File: src/rtl/sram_access_sequencer.sv
// SRAM access sequencer: buffers write-through stores in a FIFO, drains them ahead of
// read-miss fills over a single-ported SRAM handshake, and raises stall_cpu.
module sram_access_sequencer #(
  parameter int WB_DEPTH    = 4,
  parameter int TIMEOUT_CYC = 255,
  parameter int ADDR_W      = 17,
  parameter int DATA_W      = 32
) (
  input  logic                          clk,
  input  logic                          rst_n,
  input  logic                          rd_req,
  input  logic                          wr_req,
  input  logic [ADDR_W-1:0]             addr,
  input  logic [DATA_W-1:0]             wdata,
  output logic [DATA_W-1:0]             rd_data,
  output logic                          rd_done,
  output logic                          stall_cpu,
  output logic                          sram_rd,
  output logic                          sram_wr,
  output logic [ADDR_W-1:0]             sram_addr,
  output logic [DATA_W-1:0]             sram_wdata,
  input  logic [DATA_W-1:0]             sram_rdata,
  input  logic                          sram_ready,
  output logic [$clog2(WB_DEPTH+1)-1:0] wb_count,
  output logic                          timeout_err,
  output logic                          proto_err
);

  localparam int PTR_W = (WB_DEPTH > 1) ? $clog2(WB_DEPTH) : 1;
  localparam int CNT_W = $clog2(WB_DEPTH+1);
  localparam int TO_W  = $clog2(TIMEOUT_CYC+1);

  typedef enum logic [1:0] {
    ST_IDLE     = 2'd0,
    ST_WR_ISSUE = 2'd1,
    ST_RD_ISSUE = 2'd2,
    ST_RD_DONE  = 2'd3
  } state_t;

  state_t              r_state;
  logic [ADDR_W-1:0]   r_wb_addr [WB_DEPTH];
  logic [DATA_W-1:0]   r_wb_data [WB_DEPTH];
  logic [PTR_W-1:0]    r_wr_ptr;
  logic [PTR_W-1:0]    r_rd_ptr;
  logic [CNT_W-1:0]    r_count;
  logic [TO_W-1:0]     r_to_cnt;
  logic                r_sram_rd;
  logic                r_sram_wr;
  logic [ADDR_W-1:0]   r_sram_addr;
  logic [DATA_W-1:0]   r_sram_wdata;
  logic [DATA_W-1:0]   r_rd_data;
  logic                r_rd_done;
  logic                r_timeout_err;
  logic                r_proto_err;

  logic                w_full;
  logic                w_empty;
  logic                w_push;
  logic                w_pop;
  logic                w_strobe;

  assign w_full   = (r_count == CNT_W'(WB_DEPTH));
  assign w_empty  = (r_count == '0);
  // A read in the same cycle wins; the colliding write is dropped and flagged.
  assign w_push   = wr_req & ~rd_req & ~w_full;
  assign w_pop    = (r_state == ST_WR_ISSUE) & sram_ready;
  assign w_strobe = r_sram_rd | r_sram_wr;

  assign stall_cpu   = (rd_req & ~r_rd_done) | (wr_req & w_full);
  assign rd_data     = r_rd_data;
  assign rd_done     = r_rd_done;
  assign sram_rd     = r_sram_rd;
  assign sram_wr     = r_sram_wr;
  assign sram_addr   = r_sram_addr;
  assign sram_wdata  = r_sram_wdata;
  assign wb_count    = r_count;
  assign timeout_err = r_timeout_err;
  assign proto_err   = r_proto_err;

  // Write-buffer storage
  always_ff @(posedge clk) begin
    if (w_push) begin
      r_wb_addr[r_wr_ptr] <= addr;
      r_wb_data[r_wr_ptr] <= wdata;
    end
  end

  // Write-buffer pointers and occupancy
  always_ff @(posedge clk) begin
    if (!rst_n) begin
      r_wr_ptr <= '0;
      r_rd_ptr <= '0;
      r_count  <= '0;
    end else begin
      if (w_push) r_wr_ptr <= r_wr_ptr + PTR_W'(1);
      if (w_pop)  r_rd_ptr <= r_rd_ptr + PTR_W'(1);
      case ({w_push, w_pop})
        2'b10:   r_count <= r_count + CNT_W'(1);
        2'b01:   r_count <= r_count - CNT_W'(1);
        default: r_count <= r_count;
      endcase
    end
  end

  // Sequencer FSM with registered SRAM strobes and read return
  always_ff @(posedge clk) begin
    if (!rst_n) begin
      r_state      <= ST_IDLE;
      r_sram_rd    <= 1'b0;
      r_sram_wr    <= 1'b0;
      r_sram_addr  <= '0;
      r_sram_wdata <= '0;
      r_rd_data    <= '0;
      r_rd_done    <= 1'b0;
    end else begin
      r_rd_done <= 1'b0;
      case (r_state)
        ST_IDLE: begin
          if (!w_empty) begin
            r_state      <= ST_WR_ISSUE;
            r_sram_wr    <= 1'b1;
            r_sram_addr  <= r_wb_addr[r_rd_ptr];
            r_sram_wdata <= r_wb_data[r_rd_ptr];
          end else if (rd_req) begin
            r_state     <= ST_RD_ISSUE;
            r_sram_rd   <= 1'b1;
            r_sram_addr <= addr;
          end
        end
        ST_WR_ISSUE: begin
          if (sram_ready) begin
            r_sram_wr <= 1'b0;
            r_state   <= ST_IDLE;
          end
        end
        ST_RD_ISSUE: begin
          if (sram_ready) begin
            r_sram_rd <= 1'b0;
            r_rd_data <= sram_rdata;
            r_rd_done <= 1'b1;
            r_state   <= ST_RD_DONE;
          end
        end
        ST_RD_DONE: begin
          r_state <= ST_IDLE;
        end
        default: begin
          r_state <= ST_IDLE;
        end
      endcase
    end
  end

  // Wait watchdog and sticky protocol flags
  always_ff @(posedge clk) begin
    if (!rst_n) begin
      r_to_cnt      <= '0;
      r_timeout_err <= 1'b0;
      r_proto_err   <= 1'b0;
    end else begin
      if (w_strobe && sram_ready) begin
        r_to_cnt <= '0;
      end else if (w_strobe) begin
        if (r_to_cnt != TO_W'(TIMEOUT_CYC)) r_to_cnt <= r_to_cnt + TO_W'(1);
        if (r_to_cnt >= TO_W'(TIMEOUT_CYC - 1)) r_timeout_err <= 1'b1;
      end
      if (rd_req && wr_req) r_proto_err <= 1'b1;
    end
  end

endmodule

File: config.mk
export PLATFORM = sky130hd
export DESIGN_NAME = sram_access_sequencer
export DESIGN_NICKNAME = d
export VERILOG_FILES = /design/src/rtl/sram_access_sequencer.sv
export SDC_FILE = /design/constraint.sdc
export NUM_CORES = 1
export LEC_CHECK = 0
export ABC_AREA = 1
export ABC_CLOCK_PERIOD_IN_PS = 3900
export CORE_UTILIZATION = 46
export DETAILED_ROUTE_END_ITERATION = 6
export HOLD_SLACK_MARGIN = 0.02
export PLACE_DENSITY = 0.69
export SLEW_MARGIN = 10
export SYNTH_ARGS = -nofsm -noshare
export SYNTH_HDL_FRONTEND = slang
export SYNTH_SLANG_ARGS = --single-unit
export TNS_END_PERCENT = 100
File: constraint.sdc
create_clock -name clk -period 3.9 [get_ports clk]
set_input_delay 0.975 -clock clk [delete_from_list [all_inputs] [get_ports clk]]
set_output_delay 0.975 -clock clk [all_outputs]
set_load 0.1 [all_outputs]
==> summary.md, run 1 <==
| Metric | Value |
|---|---|
| Clk buf depth | 3 |
| Post-place setup slack | 0.774 ns |
| Starting DRT DRC Count | 456 |
| Post-synthesis simple-gate area fraction | 0.163 |
| Post-synth EDFFs | 196 |
| Slew @ Worst Pin | 1.11 ns |
| RSZ-0062 raised after global routing | false |
| Post-route cell area | 0.0147 mm2 |
| Post-synthesis cell area | 0.0117 mm2 |
| GP Congestion | 0.793 |
| Cts hold-fix bufs | 0 |
| Share of layout cells above drive strength 1 | 0.0716 |
| Placed cell area | 0.0136 mm2 |
| Largest net degree at the start of global routing | 67 |
| I/O Pins | 176 |
| Via density per instance | 4.99 |
| Yosys warns | 0 |
| Fin crit period | 3.16 ns |
| CP max-delay cell | clkdlybuf4s50_1 |
| Routed Wire Length | 25,000 um |
| Critical path class | reg2out |
| Ys flop type | edfxtp_1 |
| Period utilisation layout | 0.810 |
| Worst path cell trace | clkdlybuf4s50_1 |
| Rows | 57 |
| Post-Syn Nets | 1,209 |
| Most frequent cells in the layout | nor2_1 (230), nand2_1 (206), edfxtp_1 (196) |
| Synthesized-area fraction occupied by adder cells | 0.00922 |
| Clock sinks | 301 |
| Antenna viol nets, final | 0 |
| Compound-Gate Fraction of Synth Area | 0.0980 |
| Leak | 5.32 nW |
| Sequential fraction of the synthesis area | 0.684 |
| Vias in the first global route | 7,783 |
| Num CTS Buffers | 30 |
| HP Class | reg2reg |
| Layout Nets | 1,369 |
| Post-CTS resize count | 0 |
| 1st-pass router iterations | 4 |
| Sequential Power Share | 0.389 |
| Post-synthesis cell type count | 31 |
| Status | complete, no violations |
| Largest family of logic cells by synthesized area | simple AND/OR/NAND/NOR gates |
| Worst Path Arrival | 2.18 ns |
| Switching pwr | 3.62 mW |
| Die height | 161 um |
| MaxCap Viol Count | 0 |
| GRT Total Usage | 0.193 |
| Syn_area_per_cell | 10.5 um2 |
| Chip Width | 161 um |
| Yosys reg bits | 301 |
| Crit end category | primary output |
| Worst hold margin | 0.458 ns |
| Commonest non-fill, non-tap cell in the layout | nor2_1 |
| Hpwl dp | 14,600 um |
| Core Box Area | 0.0246 mm2 |
| Total grt overflow | 0 |
| Die area | 0.0260 mm2 |
| Register clock-pin slew on the reported worst setup and hold paths | 0.06 ns |
| Setup ws final | 0.743 ns |
| Clk Tree Root Cell | clkbuf_16 |
| Post-synthesis mux area share | 0 |
| Clock Power Share | 0.306 |
| Clock Latency Late Sink | 0.54 ns |
| Initial Util | 0.474 |
| # DRC | 0 |
| Cells after Synth | 1,115 |
| Post-synth ARST share | 0 |
| Initial antenna violation count | 1 |
| Max Clk Rate | 0.317 GHz |
| Final Core Density | 0.597 |
| Critical Path Source Type | register |
| CP peak stage delay | 1.20 ns |
| Final Max Slew Viols | 0 |
| FF-to-FF path depth | 6 |
| Combinational fraction of design power | 0.305 |
| Port Buffers | 175 |
| CTS tree | built |
| Stages on worst setup path | 1 |
| First-pass GRT wire length | 39,800 um |
| Number of hold violations in the final report | 0 |
| Final setup fails | 0 |
| Critical-path maximum fanout | 5 |
| Drt wl/cell | 15.4 um |
| VDD IR max | 0.527 mV |
| XOR/XNOR Fraction of Synth Area | 0.00150 |
| Setup TNS | 0 ns |
| Slew HR | 0.259 |
| Critical Path RT | 2.92 ns |
| Buffers & Inverters on Critical Path | 1 |
| Hold Path Cell Cnt | 2 |
| Internal cell power | 6.21 mW |
| H-tree levels | 1 |
| Pwr Density | 669 mW/mm2 |
| Top delay family on crit path | buffers and inverters |
| DR vias | 8,097 |
| Clk_skew | 0.00807 ns |
| Setup repair bufs after CTS | 0 |
| P&R area growth vs syn | 25.8% |
| Sw Ratio | 0.368 |
## registers in the layout, indices dropped and copies added, names as in the netlist, 2 cells and up, named ones only
name and cells:
r_wb_addr 68, sram_addr 17, r_wb_data 128, r_wr_ptr 2, r_state 2, wb_count 3, r_rd_ptr 2, r_to_cnt 8
rd_data 32, sram_wdata 32
## layout make-up
| class | instances | area [um2] |
|---|---|---|
| diodes | 1 | 2.50 |
| clock buffers | 35 | 791 |
| clock inverters | 21 | 260 |
| fillers | 2008 | 9920 |
| inverters | 39 | 154 |
| multi-input cells | 716 | 3210 |
| flip-flops and latches | 301 | 7990 |
| well taps | 324 | 405 |
| repair buffers | 187 | 1870 |
## final timing paths
kind | start | end | slack [ns]
worst min register to register | timeout_err$_SDFFE_PN0P_ | timeout_err$_SDFFE_PN0P_ | 0.46
worst max-delay path | wb_count[0]$_SDFFE_PN0P_ | wb_count[0] | 0.74
worst min-delay path | timeout_err$_SDFFE_PN0P_ | timeout_err$_SDFFE_PN0P_ | 0.46
worst max register to register | wb_count[2]$_SDFFE_PN0P_ | sram_wdata[12]$_SDFFE_PN0P_ | 1.73
## power groups by stage
stage | clock network [mW] | registers [mW] | logic [mW]
6_report | 3.01 | 3.82 | 2.99
5_1_grt | 3.21 | 3.86 | 3.17
4_1_cts | 3.07 | 3.83 | 3.02
3_5_place_dp | 0 | 3.89 | 3.01
3_3_place_gp | 0 | 3.88 | 2.98
2_1_floorplan | 0 | 5.33 | 0.871
## Yosys cell counts, types with 2 or more instances
cell      count  area (um2)
o21ai_1      28         140
edfxtp_1    196        5890
buf_6         9         101
buf_2        24         120
ha_1          7        87.6
dfxtp_1     105        2100
nand2_4       2        22.5
o21ai_0     127         636
inv_2         8        30.0
clkbuf_1     17        63.8
clkbuf_2      3        15.0
a31oi_1       2        12.5
a21oi_1      66         330
buf_4         4        30.0
nand2_2      10        62.6
nand2_1     206         773
nor2_4        2        22.5
nor2_1      234         878
nand3_1      24         120
inv_1        30         113
## metrics by stage
step / instances / total power, mW
finish: 1624 / 9.82
global route: 1624 / 10.2
detailed placement: 1567 / 6.89
floorplan: 1115 / 6.20
global placement: 1567 / 6.86
CTS: 1623 / 9.91
## cells by family after synthesis
kind of cell	Yosys count
AOI/OAI and AO/OA	225
xor gates and xnor gates	2
adders and majority gates	8
buffers and inverters	98
DFF	301
and+or+nand+nor	481
## metal layers
metal / GRT usage / wire length [um] / up-vias
met2: 0.334 / 12400 / 181
met5: 0 / 0 / -
met4: 0.0583 / 608 / 0
met3: 0.0306 / 1270 / 40
li1: - / - / 4072
met1: 0.248 / 10800 / 3804
Power figures use the tool's default switching activity.
==> run 2: changes to the inputs <==
--- a/config.mk
+++ b/config.mk
@@ -6,7 +6,7 @@
 export NUM_CORES = 1
 export LEC_CHECK = 0
 export ABC_AREA = 1
-export ABC_CLOCK_PERIOD_IN_PS = 3900
+export ABC_CLOCK_PERIOD_IN_PS = 2720
 export CORE_UTILIZATION = 46
 export DETAILED_ROUTE_END_ITERATION = 6
 export HOLD_SLACK_MARGIN = 0.02
==> constraint.sdc (replaced) <==
create_clock -name clk -period 2.72 [get_ports clk]
set_input_delay 0.68 -clock clk [delete_from_list [all_inputs] [get_ports clk]]
set_output_delay 0.68 -clock clk [all_outputs]
set_load 0.1 [all_outputs]
==> run 2 against run 1 <==
Non-clock buffer count rose by 9. Wire length fell by 0.85%. Largest power group unchanged. Highest routed layer unchanged. Worst hold slack got worse by 0.0012 ns. Critical path type is now in2out. Count of clock-buffer cells in the layout fell by 1. Combinational power rose by 41%.
==> summary.md, run 2 (same netlist as run 1, synthesis figures left out) <==
| Metric | Value |
|---|---|
| Status | complete, no violations |
| CP max-delay cell | clkdlybuf4s50_1 |
| Sequential Area | 0.00799 mm2 (unchanged) |
| Core Box Area | 0.0246 mm2 (unchanged) |
| Max Clk Rate | 0.419 GHz |
| Most frequent cells in the layout | nor2_1 (230), nand2_1 (206), edfxtp_1 (196) |
| CP peak stage delay | 0.48 ns (-0.72 ns) |
| Largest net degree at the start of global routing | 67 (unchanged) |
| Share of layout cells above drive strength 1 | 0.144 (+0.0720) |
| Crit path launch | rd_req |
| Clk buf depth | 3 (unchanged) |
| Worst reg2reg path endpoint | wb_count[2]$_SDFFE_PN0P_ |
| CTS tree | built |
| Worst hold margin | 0.457 ns (-0.00124 ns) |
| Die area | 0.0260 mm2 (unchanged) |
| Port Buffers | 175 (unchanged) |
| Clk Tree Root Cell | clkbuf_16 |
| Buffers & Inverters on Critical Path | 3 (+2) |
| I/O Pins | 176 (unchanged) |
| Routed Wire Length | 24,800 um (-0.85%) |
| Fillers | 2,067 (+2.9%) |
| Clock sinks | 301 (unchanged) |
| Sequential Power Share | 0.393 (+0.004) |
| CP Capture Point | stall_cpu |
| Num CTS Buffers | 31 (+3.3%) |
| Pwr Density | 958 mW/mm2 (+43%) |
| Biggest registers after layout | r_wb_data x128, r_wb_addr x68 |
| Initial antenna violation count | 1 (unchanged) |
| Top delay family on crit path | buffers and inverters |
| Final Core Density | 0.591 (-0.00575) |
| RSZ-0062 raised after global routing | false |
| Antenna viol nets, final | 0 (unchanged) |
| Slew HR | 0.352 (+0.0929) |
| FF-to-FF path depth | 10 (+4) |
| 1st-pass router iterations | 5 (+1) |
| Max FFs per register | 128 (unchanged) |
| Leak | 5.51 nW (+3.5%) |
| Clock Power Share | 0.304 (-0.002) |
| Die height | 161 um (unchanged) |
| VDD IR max | 0.657 mV (+25%) |
| Worst Path Arrival | 1.71 ns (-0.47 ns) |
| Setup repair bufs after CTS | 0 (unchanged) |
| Critical path class | in2out |
| Critical Path RT | 2.04 ns (-0.88 ns) |
| Switching pwr | 5.20 mW (+44%) |
| Internal cell power | 8.72 mW (+41%) |
| Total grt overflow | 0 (unchanged) |
| GRT Total Usage | 0.192 (-0.000835) |
| H-tree levels | 1 (unchanged) |
| Final Max Slew Viols | 0 (unchanged) |
| Rows | 57 (unchanged) |
| Via density per instance | 4.96 (-0.58%) |
| Drt wl/cell | 15.2 um (-1.5%) |
| Clock Latency Late Sink | 0.54 ns (about the same) |
| Period utilisation layout | 0.877 |
| Final setup fails | 0 (unchanged) |
| Post-CTS resize count | 0 (unchanged) |
| Register clock-pin slew on the reported worst setup and hold paths | 0.06 ns (about the same) |
| Cts hold-fix bufs | 0 (unchanged) |
| Commonest non-fill, non-tap cell in the layout | nor2_1 |
| Layout Nets | 1,379 (+0.73%) |
| Hpwl dp | 14,900 um (+2.4%) |
| GP Congestion | 0.819 (+3.3%) |
| FF-to-FF Start | r_state[0]$_SDFFE_PN0P_ |
| Vias in the first global route | 7,660 (-1.6%) |
| Sw Ratio | 0.373 (+0.00526) |
| Slew @ Worst Pin | 0.970 ns (-0.139 ns) |
| Stages on worst setup path | 4 (+3) |
| Number of hold violations in the final report | 0 (unchanged) |
| MaxCap Viol Count | 0 (unchanged) |
| Combinational fraction of design power | 0.303 (-0.002) |
| Critical-path maximum fanout | 3 (-2) |
| Fin crit period | 2.39 ns |
| Critical Path Source Type | input port |
| HP Class | reg2reg |
| Initial Util | 0.474 (unchanged) |
| Hold Path Cell Cnt | 2 (unchanged) |
| Crit end category | primary output |
| DR vias | 8,100 (+0.037%) |
| First-pass GRT wire length | 39,800 um (-0.10%) |
| Reg2reg setup slack | 0.87 ns (-0.86 ns) |
| P&R area growth vs syn | 24.6% |
| Worst path cell trace | clkdlybuf4s50_1 > inv_1 > o21ai_1 > buf_12 |
| Chip Width | 161 um (unchanged) |
| Starting DRT DRC Count | 564 (+24%) |
| Clk_skew | 0.0173 ns (+0.00927 ns) |
| Area of the multi-input gates | 0.00321 mm2 (unchanged) |
| # DRC | 0 (unchanged) |
| Largest Register | r_wb_data |
## run 2: cell types whose count changed in the layout (fill, tap and decap cells not counted), sizes merged
| cell | change |
|---|---|
| clkbuf | -1 |
| bufinv | -1 |
| clkinvlp | +2 |
| clkinv | +1 |
| clkdlybuf4s50 | -89 |
| buf | +98 |
## run 2: cell type report
type / count / share of cell area
Tap cell: 324 / 0.0279
Multi-Input combinational cell: 716 / 0.221
Inverter: 39 / 0.0106
Clock inverter: 23 / 0.0165
Timing Repair Buffer: 196 / 0.121
Clock buffer: 34 / 0.0541
Antenna cell: 1 / 0.000172
Sequential cell: 301 / 0.549
## run 2: stage by stage
stage          area (um2)  std cells  TNS [ns]  setup slack, ns  total power [mW]
2_1_floorplan       11700       1115   -100.91           -0.514              8.89
3_3_place_gp        13500       1576         0            0.119              9.78
6_report            14500       1634         0            0.334              13.9
5_1_grt             14500       1634         0            0.282              14.5
4_1_cts             14500       1633         0            0.328              14.0
3_5_place_dp        13500       1576         0            0.122              9.81
## run 2: power by group through the flow
stage / Combinational (mW) / Sequential [mW] / Clock [mW]
floorplan: 1.25 / 7.64 / 0
global placement: 4.22 / 5.56 / 0
detailed placement: 4.25 / 5.57 / 0
CTS: 4.26 / 5.48 / 4.31
global route: 4.49 / 5.52 / 4.47
finish: 4.22 / 5.47 / 4.23
## run 2: how the worst min path moves through the flow
stage / start / end / slack [ns]
4_1_cts: timeout_err$_SDFFE_PN0P_ / timeout_err$_SDFFE_PN0P_ / 0.46
2_1_floorplan: r_to_cnt[4]$_SDFFE_PP0P_ / r_to_cnt[4]$_SDFFE_PP0P_ / 0.46
3_5_place_dp: timeout_err$_SDFFE_PN0P_ / timeout_err$_SDFFE_PN0P_ / 0.44
5_1_grt: rd_data[7]$_SDFFE_PN0P_ / rd_data[7]$_SDFFE_PN0P_ / 0.48
6_report: timeout_err$_SDFFE_PN0P_ / timeout_err$_SDFFE_PN0P_ / 0.46
3_3_place_gp: timeout_err$_SDFFE_PN0P_ / timeout_err$_SDFFE_PN0P_ / 0.44
## run 2: routing by layer
layer  global-route usage  share of wire  wire [um]  up-vias
met5                    0              0          0        -
met4               0.0579          0.022        555        0
met3               0.0282          0.044       1100       34
met2                0.327           0.49      12200      185
met1                0.254           0.44      10900     3793
li1                     -              -          -     4088
## run 2: worst reg2reg max path, cell delays in order (launching register included)
cell and delay (ns):
dfxtp_1 0.46, inv_1 0.08, nor3_2 0.20, ha_1 0.17, inv_1 0.06, fa_1 0.37, a21oi_1 0.14, o21ai_0 0.11
nand2_1 0.07, nand2_1 0.05, nor2_1 0.08
